### src/rtl/instr_encoder.sv
// instr_encoder: packs mnemonic + fields into MIPS words, buffers them in a FIFO
// and streams them out with sequential, wrapping instruction-memory byte addresses.
module instr_encoder #(
    parameter int          DEPTH     = 4,
    parameter logic [31:0] BASE_ADDR = 32'h0000_3000,
    parameter int          IM_WORDS  = 1024
) (
    input  logic        clk,
    input  logic        reset,
    input  logic        in_valid,
    output logic        in_ready,
    input  logic [3:0]  in_op,
    input  logic [4:0]  in_rs,
    input  logic [4:0]  in_rt,
    input  logic [4:0]  in_rd,
    input  logic [4:0]  in_shamt,
    input  logic [15:0] in_imm,
    input  logic [25:0] in_target,
    input  logic        finish,
    input  logic        start,
    output logic        out_valid,
    input  logic        out_ready,
    output logic [31:0] out_data,
    output logic [31:0] out_addr,
    output logic [15:0] word_count,
    output logic        done,
    output logic        wrap_err
);
    localparam int AW = $clog2(DEPTH);
    localparam int CW = AW + 1;
    localparam logic [31:0] LAST_ADDR = BASE_ADDR + 32'(4 * (IM_WORDS - 1));

    typedef enum logic [1:0] {LOAD, DRAIN, DONE} state_t;

    state_t        state_q, state_d;
    logic [31:0]   mem_q [DEPTH];
    logic [31:0]   mem_d [DEPTH];
    logic [AW-1:0] wr_ptr_q, wr_ptr_d, rd_ptr_q, rd_ptr_d;
    logic [CW-1:0] count_q, count_d;
    logic [31:0]   addr_q, addr_d, last_q, last_d;
    logic [15:0]   wc_q, wc_d;
    logic          wrap_q, wrap_d;
    logic [31:0]   enc;
    logic          empty, full, push, pop;

    always_comb begin
        enc = '0;
        case (in_op)
            4'd1:    enc = {6'd0, in_rs, in_rt, in_rd, 5'd0, 6'h21};
            4'd2:    enc = {6'd0, in_rs, in_rt, in_rd, 5'd0, 6'h23};
            4'd3:    enc = {6'd0, 5'd0, in_rt, in_rd, in_shamt, 6'h00};
            4'd4:    enc = {6'd0, 5'd0, in_rt, in_rd, in_shamt, 6'h02};
            4'd5:    enc = {6'd0, 5'd0, in_rt, in_rd, in_shamt, 6'h03};
            4'd6:    enc = {6'd0, in_rs, in_rt, in_rd, 5'd0, 6'h2a};
            4'd7:    enc = {6'd0, in_rs, 5'd0, in_rd, 5'd0, 6'h09};
            4'd8:    enc = {6'd0, in_rs, 15'd0, 6'h08};
            4'd9:    enc = {6'h0d, in_rs, in_rt, in_imm};
            4'd10:   enc = {6'h23, in_rs, in_rt, in_imm};
            4'd11:   enc = {6'h2b, in_rs, in_rt, in_imm};
            4'd12:   enc = {6'h04, in_rs, in_rt, in_imm};
            4'd13:   enc = {6'h0f, 5'd0, in_rt, in_imm};
            4'd14:   enc = {6'h02, in_target};
            4'd15:   enc = {6'h03, in_target};
            default: enc = '0;
        endcase
    end

    assign empty      = count_q == '0;
    assign full       = count_q == CW'(DEPTH);
    assign in_ready   = state_q == LOAD && !full;
    assign out_valid  = !empty && state_q != DONE;
    // With nothing queued the output keeps showing the last word handed off
    assign out_data   = empty ? last_q : mem_q[rd_ptr_q];
    assign out_addr   = addr_q;
    assign word_count = wc_q;
    assign done       = state_q == DONE;
    assign wrap_err   = wrap_q;
    assign push       = in_valid && in_ready;
    assign pop        = out_valid && out_ready;

    always_comb begin
        mem_d    = mem_q;
        wr_ptr_d = push ? wr_ptr_q + AW'(1) : wr_ptr_q;
        rd_ptr_d = pop ? rd_ptr_q + AW'(1) : rd_ptr_q;
        count_d  = count_q + CW'(push) - CW'(pop);
        last_d   = pop ? mem_q[rd_ptr_q] : last_q;
        addr_d   = !pop ? addr_q : addr_q == LAST_ADDR ? BASE_ADDR : addr_q + 32'd4;
        wrap_d   = wrap_q || (pop && addr_q == LAST_ADDR);
        wc_d     = pop ? wc_q + 16'd1 : wc_q;
        state_d  = state_q;
        if (push) mem_d[wr_ptr_q] = enc;
        case (state_q)
            LOAD:    state_d = !finish ? LOAD : (empty && !push) ? DONE : DRAIN;
            DRAIN:   state_d = empty ? DONE : DRAIN;
            default: state_d = start ? LOAD : DONE;
        endcase
        if (state_q == DONE && start) begin
            addr_d = BASE_ADDR;
            wc_d   = '0;
            wrap_d = 1'b0;
        end
    end

    always_ff @(posedge clk) begin
        if (reset) begin
            state_q  <= LOAD;
            wr_ptr_q <= '0;
            rd_ptr_q <= '0;
            count_q  <= '0;
            addr_q   <= BASE_ADDR;
            last_q   <= '0;
            wc_q     <= '0;
            wrap_q   <= 1'b0;
        end else begin
            state_q  <= state_d;
            wr_ptr_q <= wr_ptr_d;
            rd_ptr_q <= rd_ptr_d;
            count_q  <= count_d;
            addr_q   <= addr_d;
            last_q   <= last_d;
            wc_q     <= wc_d;
            wrap_q   <= wrap_d;
        end
    end

    always_ff @(posedge clk) mem_q <= mem_d;
endmodule

### config.mk
export PLATFORM = sky130hd
export DESIGN_NAME = instr_encoder
export DESIGN_NICKNAME = d
export VERILOG_FILES = /design/src/rtl/instr_encoder.sv
export SDC_FILE = /design/constraint.sdc
export NUM_CORES = 1
export LEC_CHECK = 0
export ABC_AREA = 1
export BUFFER_PORTS_ARGS = -buffer_cell sky130_fd_sc_hd__buf_2
export CORE_MARGIN = 1.5
export CORE_UTILIZATION = 50
export DETAILED_ROUTE_END_ITERATION = 8
export PLACE_DENSITY_LB_ADDON = 0.12
export SETUP_SLACK_MARGIN = 0.05
export SYNTH_ARGS = -nofsm -noshare
export SYNTH_HDL_FRONTEND = slang
export SYNTH_SLANG_ARGS = --single-unit
### constraint.sdc
create_clock -name clk -period 3.5 [get_ports clk]
set_input_delay 0.7 -clock clk [delete_from_list [all_inputs] [get_ports clk]]
set_output_delay 0.7 -clock clk [all_outputs]
set_load 0.01 [all_outputs]
* After elaboration in Yosys (flattened, before gate mapping)
Cells that the tools add are included.
** Storage, ports and cells
- Bits in writable memories :: 0
- Memories kept :: 0
- Bits of input ports :: 72
- Latch bits :: 0
- Register bits after elaboration :: 218
- Logic and storage cells :: 72
- ROM bits :: 0
- Output and inout port bits :: 84
** Cells by class
- Multiplexer cells :: 14
- Reduce and logical (&&, ||, !) cells :: 15
- Equal/unequal tests :: 20
- Multipliers :: 0
- Bitwise logic cells :: 2
- Shift-type cells :: 0
- Add/sub/neg operators :: 6
- Order comparisons :: 3
- Div/mod/pow operators :: 0
** Operators by type and width (number)
- one-hot mux 32 bit (15 select lines) :: 1
- 2-to-1 mux 32 bit :: 5
- bitwise mux 128 bit :: 1
- binary-select mux 32 bit (select 2 bit) :: 1
- demux 32 bit (select 2 bit) :: 1
- adder 32 x 3 -> 32 bit (second input constant) :: 1
- equality test 32 x 14 -> 1 bit (second input constant) :: 1
- equality test 4 bit (second input constant) :: 8
- adder 16 x 1 -> 16 bit (second input constant) :: 1
- equality test 4 x 3 -> 1 bit (second input constant) :: 4
- equality test 4 x 2 -> 1 bit (second input constant) :: 2
- logical AND 1 bit :: 8
- 2-to-1 mux 2 bit :: 4
- greater-or-equal comparator 3 bit (second input constant) :: 2
- NOT 2 -> 3 bit :: 2
- adder 2 x 1 -> 2 bit (second input constant) :: 2
- equality test 4 x 1 -> 1 bit (second input constant) :: 1
- one-hot mux 2 bit (2 select lines) :: 1
- adder 3 x 1 -> 3 bit :: 1
- equality test 3 bit (second input constant) :: 1
- logical NOT 1 bit :: 3
- logical NOT 3 bit :: 1
- less-than comparator 3 x 1 -> 1 bit (second input constant) :: 1
- subtractor 3 x 1 -> 3 bit :: 1
- 6 further kinds :: 6

* Logic depth before layout (Yosys ltp)
- Word-level depth :: 9
- Depth in mapped cells :: 13
- Mapped depth without buffers :: 11

* Least setup slack after synthesis
OpenSTA, ideal clock, no wires.
- Path type :: reg2reg
- From :: register state_q[1]
- To :: register mem_q[0] (netlist name), enable pin
- Required time :: 3.081 ns
- Path buffers :: 1
- Library setup time :: 0.419 ns
- Period minus slack after synthesis :: 2.659 ns
- Path slack :: 0.841 ns
- Cell stages (with the launch flop) :: 6
- Arrival time :: 2.240 ns
- Path through :: dfxtp_1 nor2_1 and2_1 nand2_1 buf_2 nor2_1
** On the way
- Longest elaborated chain between the ends :: 3
** RTL lines
- start, declared :: RTL line 35 : state_t state_q, state_d;
- start signal, assigned :: RTL line 115 : state_q <= state_d;
- logical NOT 2 bit :: RTL line 70 : assign in_ready = state_q == LOAD && !full;
- logical AND 1 bit :: RTL line 70
- net in_ready :: RTL line 11 : output logic in_ready,
- logical AND 1 bit :: RTL line 78 : assign push = in_valid && in_ready;
- end signal, assigned :: RTL line 126 : always_ff @(posedge clk) mem_q <= mem_d;
- end, declared :: RTL line 36 : logic [31:0] mem_q [DEPTH];
The timed path passes the listed nets, and every way through them passes these cells.
A chain may end at the register's enable or synchronous reset.

* Final worst setup path
- From :: register rd_ptr_q[1]
- To :: output out_data[4]
** On the way
- Longest elaborated chain between the ends :: 5
** RTL lines
- start, declared :: RTL line 38 : logic [AW-1:0] wr_ptr_q, wr_ptr_d, rd_ptr_q, rd_ptr_d;
- start signal, assigned :: RTL line 117 : rd_ptr_q <= rd_ptr_d;
- NOT 2 -> 3 bit (not written as such) :: RTL line 73 : assign out_data = empty ? last_q : mem_q[rd_ptr_q];
- binary-select mux 32 bit (select 2 bit) :: RTL line 73
- 2-to-1 mux 32 bit (not written as such) (2 in series) :: RTL line 73
- 2-to-1 mux 32 bit :: RTL line 73
- end, declared :: RTL line 23 : output logic [31:0] out_data,
No other way between the ends. The select of a mux whose other input is x is not followed.

==> results.yml <==
run_status:
  status: "finished, final reports clean"
logic_synthesis:
  synth-async-reset-ratio_pct: 0
  synth-edff-count: 124
  synth_top_area_cell: "edfxtp_1"
  synth.cell_area_sq_um: 9737
  yosys_register_bits: 211
  synth_area_leaders: "edfxtp_1 38%, dfxtp_1 18%, nand2_1 9.3%, o21ai_0 5.6%, nor2_1 4.9%"
  syn-instance-count: 1095
  yosysWarningCount: 0
  ys_types: 44
  synth_top_area_share_pct: 38.24
  syn_area_per_cell_sq_um: 8.892
  synthFlopType: "edfxtp_1"
  seq_area_frac_synth_pct: 56.13
floorplanning:
  fp.dieW_um: 142.6
  ios: 156
  rows: 50
  core-area_sq_um: 18890
  start_util_pct: 51.54
  fp.dieH_um: 142.6
  die_area_sq_um: 20320
final_layout:
  drive_gt1_share_pct: 20.18
  final_nets: 1320
  area_growth_pct: 17.89
  fillers: 1627
  antenna_cells: 0
placed_design:
  place_congestion: 0.8349
  numPortBuffers: 152
  dp_hpwl_um: 15080
clock_network:
  cts_root_buf: "clkbuf_16"
  cts_tree: "yes"
  cts_made_buffers: 23
  cts_setup_buffers: 0
  clockBufferDepth: 3
  cts_htree_levels: 1
  path_clk_slew_ps: 60
  clock_latency_ps: 510
  clock_sinks: 211
timing:
  period_needed_ps: 3255
  tightest_slew_ps: 848.8
  hold_viol_final: 0
  setup_viol: 0
  fmax_mhz: 307.3
  slew_headroom_pct: 43.35
  grt_setup_unrepaired: "no"
  final_max_slew_viol_count: 0
  tns_ps: 0
  clock_skew_ps: 9.097
  finalCritPeriodShare_pct: 92.99
grt:
  grt_pass1_wl_um: 35470
  first_global_vias: 6855
  grt_max_degree: 64
  antenna_found_initial: 0
  grt_usage_pct: 22.02
  overflow: 0
drt:
  first_pass_iters: 5
  vias: 7791
  totalWireLength_um: 22430
  ant_nets: 0
  drc_errors: 0
  drt_iter0_drc: 388
  drt-vias-per-instance: 5.146
  wl_per_cell_um: 14.81
setup_path:
  worst_path_largest_cell_delay_ps: 540
  end_kind: "primary output"
  crit_path_start_kind: "flip-flop"
  path_class: "flip-flop to primary output"
  worstPathRequired_ps: 2800
  path_max_fanout: 37
  crit_buf_inv: 3
  slowest_stage: "clkinvlp_4"
  cp_cell_sequence: "clkinvlp_4, buf_4, a32o_1, o21ai_0, buf_2"
  critPathTopFamily: "buffers and inverters"
  cp.arrival_ps: 2550
power:
  peakVddDrop_uv: 352.7
  power.leakage_nw: 4.678
  p_per_area_nw_per_um2: 727.0
  p_total_mw: 8.344
run:
  cap_viol_max_count: 0
min_path:
  hp-class: "primary input to flip-flop"
[cell families after synthesis]
| logic type | count (synthesis) | share of synthesized area [%] |
|---|---|---|
| simple gates | 477 | 21.24 |
| compound gates | 229 | 13.29 |
| flops | 211 | 56.13 |
| buf+inv | 155 | 6.900 |
| xor+xnor | 13 | 1.169 |
| fa+ha+maj | 9 | 1.234 |
| other cells | 1 | 0.03851 |
[synth_stat cells, types with 14 or more instances]
master,n
nand3_1,46
o22ai_1,18
nor2_1,127
o21ai_0,108
nand2_1,241
a32o_1,14
a21oi_1,69
clkbuf_1,20
buf_2,20
dfxtp_1,87
inv_1,96
edfxtp_1,124
[repair_timing]
item,CTS,global route
resized for setup,0,1
endpoints found under the setup margin,0,10
hold buffers,0,0
[final timing paths]
path              slack (ps)        start           to  depth (start not counted)
setup / recovery         250  rd_ptr_q[1]  out_data[4]                          5
hold / removal           410        reset   count_q[1]                          2
setup reg to reg        1210   state_q[1]   count_q[2]                         10
hold reg to reg          450   last_q[18]   last_q[18]                          2
[stage by stage]
stage	instances	hold slack (ps)	worst slack (ps)	cell area (sq um)	utilization, %
2_1_floorplan	1097	424.5	841.1	9744	-
3_3_place_gp	1474	433.3	717.1	10680	56.55
3_5_place_dp	1474	441.5	681.3	10680	56.55
4_1_cts	1514	396.2	152.9	11470	60.74
5_1_grt	1514	412.5	94.67	11480	60.76
6_report	1514	407.2	245.5	11480	60.76
[cells in the final DEF, fill, tap and decap left out, types with 4 or more instances in the layout]
cell type | netlist | final
nand2_1 | 241 | 241
buf_2 | 20 | 152
edfxtp_1 | 124 | 124
nor2_1 | 127 | 123
o21ai_0 | 108 | 108
inv_1 | 96 | 95
dfxtp_1 | 87 | 86
a21oi_1 | 69 | 69
nand3_1 | 46 | 46
clkbuf_16 | 0 | 23
o22ai_1 | 18 | 18
buf_4 | 6 | 17
a32o_1 | 14 | 14
nand2_2 | 12 | 12
nor2_2 | 8 | 12
nor3_1 | 12 | 12
nand4_1 | 10 | 10
nor2_4 | 9 | 9
xnor2_1 | 9 | 9
ha_1 | 8 | 8
a22o_1 | 7 | 7
inv_2 | 6 | 6
clkinv_1 | 1 | 6
bufinv_16 | 0 | 5
o21ai_1 | 4 | 4
xor2_1 | 4 | 4
[per-layer routing]
metal  GRT usage [%]  routed length [um]  share of wire, %
met1           30.55               10240                46
met2           36.05               10390                46
met3           3.264                1344               6.0
met4           6.131                 455               2.0
met5               0                   0                 0
[worst reg2reg max path, stage by stage, from the launching register on]
cell and delay (ps):
dfxtp_1 350, nor2_1 170, and2_1 170, nand2_1 280, ha_1 400, inv_1 40, ha_1 180, fa_1 350
inv_1 80, o21ai_0 90, a21oi_1 130
[flip-flops by register name, summed over array words and instances, names as in the netlist]
| name | cells |
|---|---|
| mem_q | 124 |
| wr_ptr_q | 2 |
| wrap_err | 1 |
| last_q | 31 |
| rd_ptr_q | 2 |
| count_q | 3 |
| out_addr | 30 |
| state_q | 2 |
| word_count | 16 |
[where the power goes]
group | internal, mW | leakage, nW | total, mW | switching, mW
clock | 1.57 | 0.376 | 2.53 | 0.967
combinational | 0.799 | 2.45 | 2.52 | 1.72
sequential | 3.13 | 1.86 | 3.29 | 0.155
[area by class of cell]
type,instances,area [sq um],area share (%)
inverter,103,390.4,3.401
clock buffer,24,579.3,5.047
tap,260,325.3,2.834
clock inverter,16,211.5,1.842
sequential,211,5466,47.62
timing repair buffer,169,888.4,7.739
multi-input combinational,731,3617,31.51
(Power assumes the default switching activity.)
